**src/rtl/sd_card_detect.sv**
```systemverilog
// SD socket CD/WP conditioning: sync, polarity, CD debounce, insert/remove events.
// Define SDHCI_WP_DEBOUNCE_EN to also debounce WP on the shared prescaler tick.
module sd_card_detect #(
   parameter int unsigned PrescaleCycles = 1000,
   parameter int unsigned DebounceTicks  = 16,
   parameter bit          CdActiveLow    = 1'b1
) (
   input  logic clk_i,
   input  logic rst_ni,
   input  logic cd_pin_i,
   input  logic wp_pin_i,
   input  logic cd_test_sel_i,
   input  logic cd_test_level_i,
   output logic card_inserted_o,
   output logic card_state_stable_o,
   output logic card_detect_pin_level_o,
   output logic write_protect_pin_level_o,
   output logic card_insertion_o,
   output logic card_removal_o
);

   localparam int unsigned PW =
      (PrescaleCycles > 1) ? $clog2(PrescaleCycles) : 1;
   localparam logic [PW-1:0] PreMax = PW'(PrescaleCycles - 1);
   localparam logic [7:0]    DebMax = 8'(DebounceTicks);

   typedef enum logic [1:0] {
      ST_UNKNOWN,
      ST_ABSENT,
      ST_PRESENT
   } state_e;

   logic          cd_s1_q, cd_s2_q;
   logic          wp_s1_q, wp_s2_q;
   logic          cd_lvl, cd_lvl_q;
   logic [PW-1:0] pre_q, pre_d;
   logic          tick;
   logic [7:0]    deb_q, deb_d;
   logic          settled;
   state_e        state_q, state_d;
   logic          ins_d, rem_d;
   logic          inserted_q, stable_q;
   logic          ins_q, rem_q, wp_q;

   always_ff @(posedge clk_i or negedge rst_ni) begin
      if (!rst_ni) begin
         cd_s1_q <= 1'b0;
         cd_s2_q <= 1'b0;
         wp_s1_q <= 1'b0;
         wp_s2_q <= 1'b0;
      end else begin
         cd_s1_q <= cd_pin_i;
         cd_s2_q <= cd_s1_q;
         wp_s1_q <= wp_pin_i;
         wp_s2_q <= wp_s1_q;
      end
   end

   // Test level bypasses the synchroniser on purpose: it comes from a register.
   assign cd_lvl = cd_test_sel_i ? cd_test_level_i
                                 : (cd_s2_q ^ CdActiveLow);

   assign tick    = (pre_q == PreMax);
   assign pre_d   = tick ? '0 : pre_q + PW'(1);
   assign settled = (deb_q == DebMax);

   always_comb begin
      deb_d = deb_q;
      if (cd_lvl != cd_lvl_q) begin
         deb_d = '0;
      end else if (tick && !settled) begin
         deb_d = deb_q + 8'd1;
      end
   end

   // cd_lvl_q is the level the debounce counter has been timing.
   always_comb begin
      state_d = state_q;
      ins_d   = 1'b0;
      rem_d   = 1'b0;
      if (settled) begin
         unique case (state_q)
            ST_UNKNOWN: begin
               state_d = cd_lvl_q ? ST_PRESENT : ST_ABSENT;
               ins_d   = cd_lvl_q;
            end
            ST_ABSENT: begin
               if (cd_lvl_q) begin
                  state_d = ST_PRESENT;
                  ins_d   = 1'b1;
               end
            end
            ST_PRESENT: begin
               if (!cd_lvl_q) begin
                  state_d = ST_ABSENT;
                  rem_d   = 1'b1;
               end
            end
            default: state_d = ST_UNKNOWN;
         endcase
      end
   end

   always_ff @(posedge clk_i or negedge rst_ni) begin
      if (!rst_ni) begin
         cd_lvl_q   <= 1'b0;
         pre_q      <= '0;
         deb_q      <= '0;
         state_q    <= ST_UNKNOWN;
         inserted_q <= 1'b0;
         stable_q   <= 1'b0;
         ins_q      <= 1'b0;
         rem_q      <= 1'b0;
      end else begin
         cd_lvl_q   <= cd_lvl;
         pre_q      <= pre_d;
         deb_q      <= deb_d;
         state_q    <= state_d;
         inserted_q <= (state_d == ST_PRESENT);
         stable_q   <= settled && (state_d != ST_UNKNOWN);
         ins_q      <= ins_d;
         rem_q      <= rem_d;
      end
   end

`ifdef SDHCI_WP_DEBOUNCE_EN
   logic       wp_prev_q;
   logic [7:0] wp_cnt_q, wp_cnt_d;

   always_comb begin
      wp_cnt_d = wp_cnt_q;
      if (wp_s2_q != wp_prev_q) begin
         wp_cnt_d = '0;
      end else if (tick && (wp_cnt_q != DebMax)) begin
         wp_cnt_d = wp_cnt_q + 8'd1;
      end
   end

   always_ff @(posedge clk_i or negedge rst_ni) begin
      if (!rst_ni) begin
         wp_prev_q <= 1'b0;
         wp_cnt_q  <= '0;
         wp_q      <= 1'b1;
      end else begin
         wp_prev_q <= wp_s2_q;
         wp_cnt_q  <= wp_cnt_d;
         if (wp_cnt_q == DebMax) begin
            wp_q <= wp_prev_q;
         end
      end
   end
`else
   always_ff @(posedge clk_i or negedge rst_ni) begin
      if (!rst_ni) begin
         wp_q <= 1'b0;
      end else begin
         wp_q <= wp_s2_q;
      end
   end
`endif

   assign card_inserted_o           = inserted_q;
   assign card_state_stable_o       = stable_q;
   assign card_detect_pin_level_o   = cd_lvl_q;
   assign write_protect_pin_level_o = wp_q;
   assign card_insertion_o          = ins_q;
   assign card_removal_o            = rem_q;

endmodule

```
**config.mk**
```make
export PLATFORM = sky130hd
export DESIGN_NAME = sd_card_detect
export DESIGN_NICKNAME = d
export VERILOG_FILES = /design/src/rtl/sd_card_detect.sv
export SDC_FILE = /design/constraint.sdc
export NUM_CORES = 1
export LEC_CHECK = 0
export CAP_MARGIN = 20
export CORE_UTILIZATION = 40
export CTS_CLUSTER_DIAMETER = 40
export DETAILED_ROUTE_END_ITERATION = 10
export GPL_TIMING_DRIVEN = 0
export PLACE_DENSITY = 0.58
export SETUP_SLACK_MARGIN = 0.1
export SLEW_MARGIN = 20
export SYNTH_ARGS = -nofsm -noshare
export SYNTH_HDL_FRONTEND = slang
export SYNTH_SLANG_ARGS = --single-unit
```
**constraint.sdc**
```tcl
create_clock -name clk_i -period 3.2 [get_ports clk_i]
set_input_delay 0.48 -clock clk_i [delete_from_list [all_inputs] [get_ports clk_i]]
set_output_delay 0.48 -clock clk_i [all_outputs]
set_load 0.05 [all_outputs]
```
==> reports/metrics.cfg, run 1 <==
[routing]
drtPass1Iterations = 4
drc = 0
wl_mm = 2.230
vias = 944
via_per_inst = 5.130
drtAntennaViolNets = 0
drtIter0Drc = 69
avgRoutedWirePerCell_um = 12.12

[timing]
finalCritPeriodShare = 0.6727
fin_crit_ns = 2.153
grt_setup_unrepaired = false
clock.fmax_mhz = 464.6
drv_slew = 0
tightest_slew_ns = 0.7344
setup_viol = 0
hold-worst-slack_ns = 0.1694
relSlewSlack = 0.5067
final.setup.tns_ns = 0
hold_viol = 0
finalWorstSetupSlack_ns = 1.047
fin_worst_skew_ns = 0.008354

[layout]
antenna_cells = 0
nFillCells = 300
largest_reg_flops = 10
num-nets-final = 148
top_register = pre_q
fin_area_sq_um = 1549
final_cells = 184
finalCoreUtilization = 0.5033
reg_top3 = pre_q x10, deb_q x8, state_q x2
layout-drive-gt1-share = 0.1000
area_growth_pct = 18.13

[clock_tree]
path_clk_slew_ns = 0.10
cts_hold_buf = 0
htreeDepth = 2
cts_resized = 0
clk_latency_ns = 0.33
cts_setup_buffers = 0
cts_tree = done
cts.sinks = 30
clockBufferDepth = 2
cts_root_buf = clkbuf_4
cts_buffers = 5

[place]
dp_hpwl_mm = 1.553
place.gp.congestion = 0.7205
post-place-ws_ns = 1.090
portBuffers = 11
dp.cells = 176
dpl-instance-area_sq_um = 1471

[flow_run]
cap_violations = 0

[critical_path]
crit_path_end_kind = flop
critPathCapture = deb_q[6]
cp.arrival_ns = 2.41
crit_fanout = 9
path_class = flop to flop
start_kind = flop
worstSetupStartpoint = pre_q[2]
r2r_slack_ns = 1.05
worstPathRequired_ns = 3.46
reg2regPathDepth = 5
crit-reg2reg-capture = deb_q[6]
r2r-start = pre_q[2]

[floorplanning]
ios = 12
core_area_sq_um = 3078
die-height_um = 59.26
start_util = 0.4260
die_x_um = 59.26
rows = 20
die_area_sq_um = 3511

[logic_synthesis]
synth_area_leaders = dfrtp_1, a21oi_1, nand3_1
synth-seq-area-share = 0.5725
yosys.area.top_type = dfrtp_1
avgSynthCellArea_sq_um = 10.84
synth_common_cells = dfrtp_1, nor2_1, nand2_1, a21oi_1, nand3_1
synthDominantCellAreaShare = 0.5725
synth_edf_count = 0
yosys_warnings = 0
async_flop_share = 1.000
syn_inst = 121
synth_most_common_cell = dfrtp_1
syn_nets = 130
ys_ff_latch = 30
synth-main-ff-cell = dfrtp_1
yosysUniqueCellTypes = 31
syn-cell-area_sq_um = 1311

[grt]
grt_start_max_net_pins = 31
grt_first_pass_wirelength_mm = 3.974
grt_pass1_vias = 905
grt_usage = 0.1567
antenna_found_initial = 0
overflow = 0

[power_and_ir_drop]
p_leak_nw = 0.6508
total_power_mw = 0.7415
ir_drop_uv = 222.7
power_density_nw_per_um2 = 478.7

[status]
status = complete, no violations

[worst_hold_path]
hold_path.class = primary input to async pin

## critical path, stage by stage (launching register included)
cell	delay [ns]
dfrtp_1	0.44
or3b_4	0.43
or3_1	0.35
clkbuf_2	0.18
or4_1	0.52
a21oi_1	0.15
## cell type report
type	instances	area, sq um	share of cell area
plain buffers	1	5.005	0.003231
clock buffers	5	37.54	0.02423
clock inverters	3	40.04	0.02585
inverters	4	15.01	0.009693
multi-input cells	86	540.5	0.3489
flip-flops and latches	30	750.7	0.4847
well taps	44	55.05	0.03554
repair buffers	11	105.1	0.06785
## layout by cell type, fill, tap and decap left out, types with 4 or more instances in the layout
master,n
o21ai_0,4
nand2_1,10
a21oi_1,9
xnor2_1,5
nor2_1,11
inv_1,4
nand3_1,9
clkbuf_4,5
clkdlybuf4s50_1,10
dfrtp_1,30
nor3b_1,4
## report_power, final
group	switching (mW)	leakage [nW]	internal, mW
Sequential	0.00704	0.388	0.389
Combinational	0.0340	0.218	0.0170
Clock	0.133	0.0450	0.162
Total	0.174	0.651	0.568
## worst min path at each step
stage,to,startpoint,depth (start not counted)
after floorplan,card_detect_pin_level_o,rst_ni,0
after global placement,wp_s2_q,wp_s1_q,0
after detailed placement,wp_s2_q,wp_s1_q,0
after CTS,pre_q[1],rst_ni,1
after global routing,pre_q[2],rst_ni,1
final,pre_q[1],rst_ni,1
## metal layers
metal / up-vias / global-route usage / part of all wire
li1: 473 / - / -
met1: 452 / 0.1969 / 0.50
met2: 14 / 0.2295 / 0.44
met3: 5 / 0.07205 / 0.045
met4: 0 / 0.07143 / 0.020
met5: - / 0 / 0
## logic make-up (layout without fill, tap and decap cells)
group,Yosys count,in the layout,synth area share
DFF,30,30,0.5725
adders and majority gates,3,3,0.02863
AOI/OAI and AO/OA,20,20,0.09256
and+or+nand+nor,53,53,0.2223
buffers and inverters,5,24,0.01526
muxes,2,2,0.01527
xor gates and xnor gates,8,8,0.05344
No activity file was read; power rests on OpenSTA's default activity.
==> run 2: changes to the inputs <==
Settings changed: PLACE_DENSITY 0.58 to 0.6.
Clock period 3.2 ns to 1.89 ns, I/O delays scaled along.
==> run 2 against run 1 <==
Net effect: the flow now finishes with violations (setup timing); via count increased by 5.1%; utilization increased by 7.2 points; non-clock buffer count up 10; sequential power grew 69%; first-iteration DRC count is 20% lower; wire length rose by 9.5%; final cell count increased by 5.4%; power rose by 93%; combinational power increased by 72%; critical path depth is the same; clock skew down 0.0038 ns; critical endpoint unchanged.
==> reports/metrics.cfg, run 2 (synthesized netlist as in run 1, its figures left out) <==
[clock_tree]
path_clk_slew_ns = 0.10  ; about the same
clockBufferDepth = 2  ; unchanged
cts.sinks = 30  ; unchanged
clk_latency_ns = 0.33  ; about the same
htreeDepth = 2  ; unchanged
cts_tree = done  ; unchanged
cts_buffers = 5  ; unchanged
cts_root_buf = clkbuf_4  ; unchanged

[power_and_ir_drop]
total_power_mw = 1.434  ; was 0.7415 mW
ir_drop_uv = 532.1  ; was 222.7 uV
p_sw_frac = 0.2084  ; was 0.2343
p_sw_mw = 0.2988  ; was 0.1737 mW
p_clk_frac = 0.471  ; was 0.397
p_comb_frac = 0.061  ; was 0.069
p_leak_nw = 0.8202  ; was 0.6508 nW
power_density_nw_per_um2 = 810.6  ; was 478.7 nW/um^2
internal_power_mw = 1.135  ; was 0.5677 mW
power_frac_seq = 0.467  ; was 0.534

[floorplanning]
start_util = 0.4260  ; unchanged
die-height_um = 59.26  ; unchanged
die_x_um = 59.26  ; unchanged
core_area_sq_um = 3078  ; unchanged
die_area_sq_um = 3511  ; unchanged
rows = 20  ; unchanged
ios = 12  ; unchanged

[timing]
grt_setup_unrepaired = true  ; was false
final.setup.tns_ns = -0.09887  ; was 0 ns
finalWorstSetupSlack_ns = -0.05021  ; was 1.047 ns
hold-worst-slack_ns = 0.3593  ; was 0.1694 ns
finalCritPeriodShare = 1.027  ; was 0.6727
relSlewSlack = 0.5641  ; was 0.5067
setup_viol = 2  ; was 0
drv_slew = 0  ; unchanged
fin_crit_ns = 1.940  ; was 2.153 ns
fin_worst_skew_ns = 0.004535  ; was 0.008354 ns
tightest_slew_ns = 0.6539  ; was 0.7344 ns
hold_viol = 0  ; unchanged
clock.fmax_mhz = 515.4  ; was 464.6 MHz

[layout]
top_register = pre_q  ; unchanged
reg_top3 = pre_q x10, deb_q x8, state_q x2  ; unchanged
fin_area_sq_um = 1769  ; was 1549 sq um
layout-drive-gt1-share = 0.2467  ; was 0.1000
finalCoreUtilization = 0.5748  ; was 0.5033
layout_common_cells = dfrtp_1, nor2_1, nand2_1, nand3_1, buf_4  ; was dfrtp_1, nor2_1, nand2_1, clkdlybuf4s50_1
largest_reg_flops = 10  ; unchanged
area_growth_pct = 34.92  ; was 18.13%
final_cells = 194  ; was 184
mostFrequentLayoutCell = dfrtp_1  ; unchanged
nFillCells = 272  ; was 300
num-nets-final = 158  ; was 148
antenna_cells = 0  ; unchanged

[routing]
via_per_inst = 5.113  ; was 5.130
avgRoutedWirePerCell_um = 12.58  ; was 12.12 um
drtAntennaViolNets = 0  ; unchanged
wl_mm = 2.441  ; was 2.230 mm
drtIter0Drc = 55  ; was 69
drc = 0  ; unchanged
vias = 992  ; was 944
drtPass1Iterations = 4  ; unchanged

[critical_path]
cp.arrival_ns = 2.20  ; was 2.41 ns
worstPathRequired_ns = 2.15  ; was 3.46 ns
crit_fanout = 7  ; was 9
path_class = flop to flop  ; unchanged
crit_path_end_kind = flop  ; unchanged
start_kind = flop  ; unchanged
r2r_slack_ns = -0.05  ; was 1.05 ns

[place]
dp.cells = 176  ; unchanged
portBuffers = 11  ; unchanged
dpl-instance-area_sq_um = 1484  ; was 1471 sq um
post-place-ws_ns = -0.1381  ; was 1.090 ns
dp_hpwl_mm = 1.587  ; was 1.553 mm
place.gp.congestion = 0.7689  ; was 0.7205

[worst_hold_path]
hold_path.class = flop to flop  ; was primary input to async pin

[grt]
grt_first_pass_wirelength_mm = 4.050  ; was 3.974 mm
overflow = 0  ; unchanged
grt_start_max_net_pins = 31  ; unchanged
grt_usage = 0.1590  ; was 0.1567
antenna_found_initial = 0  ; unchanged
grt_pass1_vias = 965  ; was 905

[status]
status = complete, but fails checks  ; was complete, no violations
violations = setup timing

[flow_run]
cap_violations = 0  ; unchanged

-- run 2: power groups by stage --
stage | sequential (mW) | clock [mW] | combinational [mW]
2_1_floorplan | 0.706 | 0 | 0.0220
3_3_place_gp | 0.682 | 0 | 0.0874
3_5_place_dp | 0.683 | 0 | 0.0883
4_1_cts | 0.670 | 0.690 | 0.0891
5_1_grt | 0.673 | 0.727 | 0.0971
6_report | 0.670 | 0.676 | 0.0879
-- run 2: critical path: stages (launching register included) --
cell and delay (ns):
dfrtp_1 0.39, or3b_4 0.42, or3_4 0.38, buf_8 0.14, or4_4 0.41, a21oi_2 0.13
-- run 2: repair_timing --
item	in CTS	in global routing
endpoints found under the hold margin	30	0
setup endpoints to repair	7	18
gates resized for setup	3	22
hold buffers	1	0
setup buffers	6	3
pin swaps	5	3
-- run 2: cell type report --
| cell class | instances | area [sq um] | share of cell area |
|---|---|---|---|
| multi-input cells | 86 | 628.1 | 0.3550 |
| clock inverters | 2 | 60.06 | 0.03395 |
| plain buffers | 1 | 15.01 | 0.008487 |
| inverters | 4 | 15.01 | 0.008487 |
| well taps | 44 | 55.05 | 0.03112 |
| clock buffers | 6 | 51.30 | 0.02900 |
| repair buffers | 21 | 193.9 | 0.1096 |
| flip-flops and latches | 30 | 750.7 | 0.4243 |
-- run 2: metal layers --
layer,global-route usage,part of all wire
met5,0,0
met4,0.08163,0.019
met2,0.2568,0.48
met1,0.1809,0.46
met3,0.06332,0.040
-- run 2: path summary, 6_finish.rpt --
| check | startpoint | end | depth (start not counted) |
|---|---|---|---|
| setup / recovery | pre_q[4] | deb_q[6] | 5 |
| hold / removal | wp_s1_q | wp_s2_q | 0 |
| setup reg to reg | pre_q[4] | deb_q[6] | 5 |
| hold reg to reg | wp_s1_q | wp_s2_q | 0 |
| max in group asynchronous | rst_ni | deb_q[1] | 2 |
| min in group asynchronous | rst_ni | pre_q[6] | 2 |
